### src/rtl/fpu_if_pkg.sv
// Shared types and widths for the core-side FPU issue/result path.
package fpu_if_pkg;

  localparam int unsigned REG_IDX_W = 5;
  localparam int unsigned OP_W      = 6;
  localparam int unsigned DATA_W    = 32;
  localparam int unsigned WBK_W     = 2;

  localparam logic [WBK_W-1:0] WB_NONE = 2'd0;
  localparam logic [WBK_W-1:0] WB_GPR  = 2'd1;
  localparam logic [WBK_W-1:0] WB_FCC  = 2'd2;

  typedef enum logic [1:0] {
    ST_IDLE  = 2'd0,
    ST_ISSUE = 2'd1,
    ST_WAIT  = 2'd2,
    ST_WB    = 2'd3
  } state_e;

endpackage

### src/rtl/fpu_requester_if.sv
// Decode request, FPU issue/result and writeback signals seen by fpu_requester.
interface fpu_requester_if;
  import fpu_if_pkg::*;

  logic                 req_valid;
  logic                 req_accept;
  logic [OP_W-1:0]      req_op;
  logic [REG_IDX_W-1:0] req_fs;
  logic [REG_IDX_W-1:0] req_ft;
  logic [REG_IDX_W-1:0] req_fd;
  logic [DATA_W-1:0]    req_gpr_data;
  logic [WBK_W-1:0]     req_wb_kind;
  logic [REG_IDX_W-1:0] req_rd;

  logic [REG_IDX_W-1:0] fpu_x1;
  logic [REG_IDX_W-1:0] fpu_x2;
  logic [REG_IDX_W-1:0] fpu_y;
  logic [OP_W-1:0]      fpu_operation;
  logic [DATA_W-1:0]    fpu_in_data;
  logic                 fpu_ready;
  logic                 fpu_valid;
  logic                 fpu_out_data1;
  logic [DATA_W-1:0]    fpu_out_data32;

  logic                 gpr_we;
  logic [REG_IDX_W-1:0] gpr_waddr;
  logic [DATA_W-1:0]    gpr_wdata;
  logic                 fcc_we;
  logic                 fcc_wdata;
  logic                 busy;
  logic                 err_timeout;

  modport master (
    input  req_valid, req_op, req_fs, req_ft, req_fd, req_gpr_data, req_wb_kind, req_rd,
    input  fpu_valid, fpu_out_data1, fpu_out_data32,
    output req_accept, fpu_x1, fpu_x2, fpu_y, fpu_operation, fpu_in_data, fpu_ready,
    output gpr_we, gpr_waddr, gpr_wdata, fcc_we, fcc_wdata, busy, err_timeout
  );

  modport slave (
    output req_valid, req_op, req_fs, req_ft, req_fd, req_gpr_data, req_wb_kind, req_rd,
    output fpu_valid, fpu_out_data1, fpu_out_data32,
    input  req_accept, fpu_x1, fpu_x2, fpu_y, fpu_operation, fpu_in_data, fpu_ready,
    input  gpr_we, gpr_waddr, gpr_wdata, fcc_we, fcc_wdata, busy, err_timeout
  );

endinterface

### src/rtl/fpu_requester.sv
// Issues one FP instruction at a time to the FPU, waits for completion with a
// timeout, then writes the result to the GPR file or the FP condition flag.
module fpu_requester
  import fpu_if_pkg::*;
#(
  parameter int unsigned TIMEOUT_CYCLES = 64,
  parameter int unsigned CNT_W          = 8
) (
  input  logic            clk,
  input  logic            rst,
  fpu_requester_if.master bus
);

  localparam logic [CNT_W-1:0] TERM_CNT = CNT_W'(TIMEOUT_CYCLES - 1);

  state_e               r_state;
  logic [CNT_W-1:0]     r_cnt;
  logic [WBK_W-1:0]     r_wb_kind;
  logic [REG_IDX_W-1:0] r_rd;

  logic                 r_accept;
  logic [REG_IDX_W-1:0] r_x1;
  logic [REG_IDX_W-1:0] r_x2;
  logic [REG_IDX_W-1:0] r_y;
  logic [OP_W-1:0]      r_op;
  logic [DATA_W-1:0]    r_in_data;
  logic                 r_fpu_ready;
  logic                 r_gpr_we;
  logic [REG_IDX_W-1:0] r_gpr_waddr;
  logic [DATA_W-1:0]    r_gpr_wdata;
  logic                 r_fcc_we;
  logic                 r_fcc_wdata;
  logic                 r_busy;
  logic                 r_err_timeout;

  logic w_xfer;
  assign w_xfer = bus.req_valid & r_accept;

  // Writeback enables are raised on the WAIT->WB edge so they are live exactly during WB.
  always_ff @(posedge clk) begin
    if (rst) begin
      r_state       <= ST_IDLE;
      r_cnt         <= '0;
      r_wb_kind     <= WB_NONE;
      r_rd          <= '0;
      r_accept      <= 1'b0;
      r_x1          <= '0;
      r_x2          <= '0;
      r_y           <= '0;
      r_op          <= '0;
      r_in_data     <= '0;
      r_fpu_ready   <= 1'b0;
      r_gpr_we      <= 1'b0;
      r_gpr_waddr   <= '0;
      r_gpr_wdata   <= '0;
      r_fcc_we      <= 1'b0;
      r_fcc_wdata   <= 1'b0;
      r_busy        <= 1'b0;
      r_err_timeout <= 1'b0;
    end else begin
      r_fpu_ready <= 1'b0;
      r_gpr_we    <= 1'b0;
      r_fcc_we    <= 1'b0;
      unique case (r_state)
        ST_IDLE: begin
          if (w_xfer) begin
            r_x1        <= bus.req_fs;
            r_x2        <= bus.req_ft;
            r_y         <= bus.req_fd;
            r_op        <= bus.req_op;
            r_in_data   <= bus.req_gpr_data;
            r_wb_kind   <= bus.req_wb_kind;
            r_rd        <= bus.req_rd;
            r_fpu_ready <= 1'b1;
            r_busy      <= 1'b1;
            r_accept    <= 1'b0;
            r_state     <= ST_ISSUE;
          end else begin
            r_accept <= 1'b1;
          end
        end
        ST_ISSUE: begin
          r_cnt   <= '0;
          r_state <= ST_WAIT;
        end
        ST_WAIT: begin
          r_cnt <= r_cnt + CNT_W'(1);
          if (bus.fpu_valid) begin
            r_state <= ST_WB;
            if (r_wb_kind == WB_GPR) begin
              r_gpr_we    <= 1'b1;
              r_gpr_waddr <= r_rd;
              r_gpr_wdata <= bus.fpu_out_data32;
            end else if (r_wb_kind == WB_FCC) begin
              r_fcc_we    <= 1'b1;
              r_fcc_wdata <= bus.fpu_out_data1;
            end
          end else if (r_cnt == TERM_CNT) begin
            r_err_timeout <= 1'b1;
            r_busy        <= 1'b0;
            r_accept      <= 1'b1;
            r_state       <= ST_IDLE;
          end
        end
        ST_WB: begin
          r_busy   <= 1'b0;
          r_accept <= 1'b1;
          r_state  <= ST_IDLE;
        end
        default: r_state <= ST_IDLE;
      endcase
    end
  end

  assign bus.req_accept    = r_accept;
  assign bus.fpu_x1        = r_x1;
  assign bus.fpu_x2        = r_x2;
  assign bus.fpu_y         = r_y;
  assign bus.fpu_operation = r_op;
  assign bus.fpu_in_data   = r_in_data;
  assign bus.fpu_ready     = r_fpu_ready;
  assign bus.gpr_we        = r_gpr_we;
  assign bus.gpr_waddr     = r_gpr_waddr;
  assign bus.gpr_wdata     = r_gpr_wdata;
  assign bus.fcc_we        = r_fcc_we;
  assign bus.fcc_wdata     = r_fcc_wdata;
  assign bus.busy          = r_busy;
  assign bus.err_timeout   = r_err_timeout;

endmodule

### src/flat_wrapper.sv
// flat-port wrapper written by rule: the top's interface ports become plain ports
module fpu_requester_flat import fpu_if_pkg::*;
#(
  parameter int unsigned TIMEOUT_CYCLES = 64,
  parameter int unsigned CNT_W          = 8
)
  (clk, rst, bus_req_valid, bus_req_op, bus_req_fs, bus_req_ft, bus_req_fd, bus_req_gpr_data, bus_req_wb_kind, bus_req_rd, bus_fpu_valid, bus_fpu_out_data1, bus_fpu_out_data32, bus_req_accept, bus_fpu_x1, bus_fpu_x2, bus_fpu_y, bus_fpu_operation, bus_fpu_in_data, bus_fpu_ready, bus_gpr_we, bus_gpr_waddr, bus_gpr_wdata, bus_fcc_we, bus_fcc_wdata, bus_busy, bus_err_timeout);
  fpu_requester_if bus_i ();
  input  logic clk;
  input  logic rst;
  input wire logic [$bits(bus_i.req_valid)-1:0] bus_req_valid;
  input wire logic [$bits(bus_i.req_op)-1:0] bus_req_op;
  input wire logic [$bits(bus_i.req_fs)-1:0] bus_req_fs;
  input wire logic [$bits(bus_i.req_ft)-1:0] bus_req_ft;
  input wire logic [$bits(bus_i.req_fd)-1:0] bus_req_fd;
  input wire logic [$bits(bus_i.req_gpr_data)-1:0] bus_req_gpr_data;
  input wire logic [$bits(bus_i.req_wb_kind)-1:0] bus_req_wb_kind;
  input wire logic [$bits(bus_i.req_rd)-1:0] bus_req_rd;
  input wire logic [$bits(bus_i.fpu_valid)-1:0] bus_fpu_valid;
  input wire logic [$bits(bus_i.fpu_out_data1)-1:0] bus_fpu_out_data1;
  input wire logic [$bits(bus_i.fpu_out_data32)-1:0] bus_fpu_out_data32;
  output wire logic [$bits(bus_i.req_accept)-1:0] bus_req_accept;
  output wire logic [$bits(bus_i.fpu_x1)-1:0] bus_fpu_x1;
  output wire logic [$bits(bus_i.fpu_x2)-1:0] bus_fpu_x2;
  output wire logic [$bits(bus_i.fpu_y)-1:0] bus_fpu_y;
  output wire logic [$bits(bus_i.fpu_operation)-1:0] bus_fpu_operation;
  output wire logic [$bits(bus_i.fpu_in_data)-1:0] bus_fpu_in_data;
  output wire logic [$bits(bus_i.fpu_ready)-1:0] bus_fpu_ready;
  output wire logic [$bits(bus_i.gpr_we)-1:0] bus_gpr_we;
  output wire logic [$bits(bus_i.gpr_waddr)-1:0] bus_gpr_waddr;
  output wire logic [$bits(bus_i.gpr_wdata)-1:0] bus_gpr_wdata;
  output wire logic [$bits(bus_i.fcc_we)-1:0] bus_fcc_we;
  output wire logic [$bits(bus_i.fcc_wdata)-1:0] bus_fcc_wdata;
  output wire logic [$bits(bus_i.busy)-1:0] bus_busy;
  output wire logic [$bits(bus_i.err_timeout)-1:0] bus_err_timeout;
  assign bus_i.req_valid = bus_req_valid;
  assign bus_i.req_op = bus_req_op;
  assign bus_i.req_fs = bus_req_fs;
  assign bus_i.req_ft = bus_req_ft;
  assign bus_i.req_fd = bus_req_fd;
  assign bus_i.req_gpr_data = bus_req_gpr_data;
  assign bus_i.req_wb_kind = bus_req_wb_kind;
  assign bus_i.req_rd = bus_req_rd;
  assign bus_i.fpu_valid = bus_fpu_valid;
  assign bus_i.fpu_out_data1 = bus_fpu_out_data1;
  assign bus_i.fpu_out_data32 = bus_fpu_out_data32;
  assign bus_req_accept = bus_i.req_accept;
  assign bus_fpu_x1 = bus_i.fpu_x1;
  assign bus_fpu_x2 = bus_i.fpu_x2;
  assign bus_fpu_y = bus_i.fpu_y;
  assign bus_fpu_operation = bus_i.fpu_operation;
  assign bus_fpu_in_data = bus_i.fpu_in_data;
  assign bus_fpu_ready = bus_i.fpu_ready;
  assign bus_gpr_we = bus_i.gpr_we;
  assign bus_gpr_waddr = bus_i.gpr_waddr;
  assign bus_gpr_wdata = bus_i.gpr_wdata;
  assign bus_fcc_we = bus_i.fcc_we;
  assign bus_fcc_wdata = bus_i.fcc_wdata;
  assign bus_busy = bus_i.busy;
  assign bus_err_timeout = bus_i.err_timeout;
  fpu_requester #(.TIMEOUT_CYCLES(TIMEOUT_CYCLES), .CNT_W(CNT_W)) u_core (.clk(clk), .rst(rst), .bus(bus_i));
endmodule
### config.mk
export PLATFORM = sky130hd
export DESIGN_NAME = fpu_requester_flat
export DESIGN_NICKNAME = d
export VERILOG_FILES = /design/src/rtl/fpu_if_pkg.sv /design/src/rtl/fpu_requester_if.sv /design/src/rtl/fpu_requester.sv /design/src/flat_wrapper.sv
export SDC_FILE = /design/constraint.sdc
export NUM_CORES = 1
export LEC_CHECK = 0
export ABC_AREA = 1
export BUFFER_PORTS_ARGS = -buffer_cell sky130_fd_sc_hd__buf_2
export CAP_MARGIN = 5
export CELL_PAD_IN_SITES_DETAIL_PLACEMENT = 0
export CELL_PAD_IN_SITES_GLOBAL_PLACEMENT = 1
export CORE_MARGIN = 4
export CORE_UTILIZATION = 25
export CTS_BUF_LIST = sky130_fd_sc_hd__clkbuf_4
export DETAILED_ROUTE_END_ITERATION = 6
export PLACE_DENSITY_LB_ADDON = 0.12
export SYNTH_ARGS = -nofsm -noshare
export SYNTH_HDL_FRONTEND = slang
export SYNTH_SLANG_ARGS = --single-unit
export TNS_END_PERCENT = 5
### constraint.sdc
create_clock -name clk -period 1.7 [get_ports clk]
set_input_delay 0.34 -clock clk [delete_from_list [all_inputs] [get_ports clk]]
set_output_delay 0.34 -clock clk [all_outputs]
set_load 0.01 [all_outputs]
==> results.json <==
{
  "critical_path_required_ns": 2.11,
  "syn_avg_cell_area_sq_um": 7.903,
  "clock_path_buffers": 2,
  "drv_cap": 0,
  "drv_slew": 0,
  "grt_max_degree": 69,
  "drive_gt1_frac": 0.3351,
  "io_pins": 194,
  "synth_seq_cells": 114,
  "outcome": "finished clean",
  "core_region_area_sq_um": 16580,
  "drc": 0,
  "grt_pass1_wl_mm": 18.82,
  "clk_latency_ns": 0.52,
  "tritoncts": "built",
  "routabilityCongestion": 0.7295,
  "clock_skew_ns": 0.02026,
  "syn_inst": 534,
  "final_area_sq_um": 5762,
  "crit_top_cell": "nand2_1",
  "port_buffers": 193,
  "track_usage": 0.1270,
  "cts.clk_slew.worst_paths_ns": 0.10,
  "yosysTopAreaCell": "dfxtp_1",
  "h-tree-depth": 4,
  "cts_root_buf": "clkbuf_4",
  "fp-row-count": 47,
  "setup.worst_path.end_class": "flop",
  "crit_chain": "inv_1, ha_4, nand2_1, nor2_2, nand4_1, nor2_1, nand2_1, nand2_1, nor2_1",
  "irDropWorstVdd_uv": 460.5,
  "slew_headroom": 0.7812,
  "synth.distinct_cells": 24,
  "cp_max_fo": 6,
  "cp-startpoint": "u_core.r_state[1]",
  "ys_warn_count": 0,
  "yosysSeqAreaShare": 0.5408,
  "finalSetupViolations": 0,
  "hp-start": "bus_fpu_out_data32[27]",
  "start_util": 0.2545,
  "via_per_inst": 4.211,
  "slowest_stage": "dfxtp_2",
  "worstPathArrival_ns": 1.93,
  "layout_min_cycle_time_ns": 1.519,
  "setup_tns_ns": 0,
  "antenna_found_initial": 1,
  "nets": 827,
  "die_h_microns": 137.9,
  "cts_made_buffers": 17,
  "first_global_vias": 3858,
  "overflow": 0,
  "drt-total-wl_mm": 12.24,
  "post_cts_buffers": 0,
  "timing.final.crit_share": 0.8935,
  "dieWidth_microns": 137.9,
  "first_pass_iters": 4,
  "dp.final_hpwl_mm": 8.833,
  "die-area_sq_um": 19020,
  "netlist_top_cells_area": "dfxtp_1 54%, o21ai_0 12%, a21oi_1 8.4%",
  "place_inst": 923,
  "clock-sinks": 114,
  "total_power_w": 0.007281,
  "synth_area_sq_um": 4220,
  "stdcell_count": 959,
  "post_dp_cell_area_sq_um": 5434,
  "hold_path.class": "primary input to flop",
  "synth_top_area_frac": 0.5408,
  "synth_nets": 637,
  "final_antenna_net_count": 0,
  "wl_per_cell_microns": 12.76,
  "vias": 4038,
  "fin_util": 0.3474,
  "crit-reg2reg-launch": "u_core.r_state[1]",
  "max_stage_delay_ns": 0.37,
  "power_density_nw_per_um2": 1264,
  "first_iter_violations": 131,
  "p_leak_nw": 2.664,
  "area_delta_synth_final_pct": 36.53,
  "rsz0062_at_grt": "no",
  "hold_violations": 0,
  "fmax_ghz": 0.6584,
  "worst_slew_pin_slew_ns": 0.3278,
  "critPathLaunchType": "flop",
  "worstSetupPathType": "flop to flop"
}
[cells by family after synthesis]
logic type      after synthesis  synth area share
simple gates                130            0.1269
flops                       114            0.5408
buf+inv                     111            0.1079
compound gates              173            0.2066
fa+ha+maj                     6           0.01779
[timing repair]
action                                  in CTS  in global routing
hold endpoints to repair                     2                  0
hold buffers                                 2                  0
endpoints found under the setup margin       0                  7
gates resized for setup                      0                  7
[stage by stage]
stage	hold WS, ns	setup WS (ns)
floorplan	0.4091	0.2171
global placement	0.4277	0.08855
detailed placement	0.4316	0.008221
CTS	0.002011	0.002231
global route	0.01070	0.002151
finish	0.07134	0.1811
[area by class of cell]
| cell class | instances | area [sq um] |
|---|---|---|
| multi-input combinational | 309 | 1510 |
| sequential | 114 | 2285 |
| antenna | 2 | 5.005 |
| timing repair buffer | 202 | 1101 |
| inverter | 80 | 300.3 |
| tap | 220 | 275.3 |
| clock inverter | 13 | 142.6 |
| fill | 1854 | 10820 |
| clock buffer | 19 | 142.6 |
[registers in the layout (all words and copies together), names as in the netlist]
signal	flops
u_core.r_rd	5
u_core.bus.fpu_ready	1
u_core.bus.fpu_x1	5
u_core.bus.busy	1
u_core.r_wb_kind	2
u_core.bus.fpu_in_data	32
u_core.bus.err_timeout	1
u_core.bus.fcc_wdata	1
u_core.bus.fpu_operation	6
u_core.bus.gpr_wdata	32
u_core.r_state	2
u_core.bus.fpu_x2	5
u_core.bus.fpu_y	5
u_core.r_cnt	8
u_core.bus.fcc_we	1
u_core.bus.req_accept	1
u_core.bus.gpr_waddr	5
u_core.bus.gpr_we	1
[layout by cell type, fill, tap and decap left out, types with 3 or more instances in the layout]
master / instances
a21oi_1: 71
nand4_1: 3
buf_2: 193
inv_1: 75
nor3_1: 4
nor2_1: 85
clkinv_2: 6
clkbuf_4: 19
ha_1: 4
nand2_1: 26
nand3_1: 4
o21ai_0: 99
buf_12: 5
bufinv_16: 3
dfxtp_1: 112
inv_2: 5
[synth_stat cells]
master	n
nor3_1	4
nand3_1	5
nor2_2	1
ha_1	6
buf_2	10
or2_2	1
clkbuf_2	3
nand2_1	26
o21a_1	1
inv_1	76
dfxtp_1	114
nand4_1	3
o21ai_0	100
a21oi_1	71
buf_4	4
nor3b_2	1
a21oi_2	1
nor2_1	85
inv_2	4
and3_1	1
nor2_4	1
clkbuf_1	13
nand2_2	2
buf_6	1
[path summary, 6_finish.rpt]
path	depth (start not counted)	slack, ns	to
setup / recovery	9	0.18	u_core.r_cnt[7]
hold / removal	3	0.07	u_core.bus.gpr_wdata[27]
setup reg to reg	9	0.18	u_core.r_cnt[7]
hold reg to reg	2	0.44	u_core.bus.gpr_waddr[3]
[where the power goes]
part	switching [W]	internal (W)
Combinational	0.00113	0.000779
Clock	0.00102	0.00103
Sequential	0.000218	0.00310
Total	0.00237	0.00491
[critical path: cells and delay by family (launching register included)]
family                     cells  cell delay (ns)
and+or+nand+nor                7             0.63
DFF                            1             0.37
adders and majority gates      1             0.32
buffers and inverters          1             0.10
[routing by layer]
metal,vias to the layer above,track usage,wire (microns),part of all wire
li1,2087,-,-,-
met1,1798,0.1535,5336,0.44
met2,129,0.1950,5459,0.45
met3,24,0.05044,1070,0.087
met4,0,0.06531,369,0.030
met5,-,0,0,0
(Power assumes the default switching activity.)
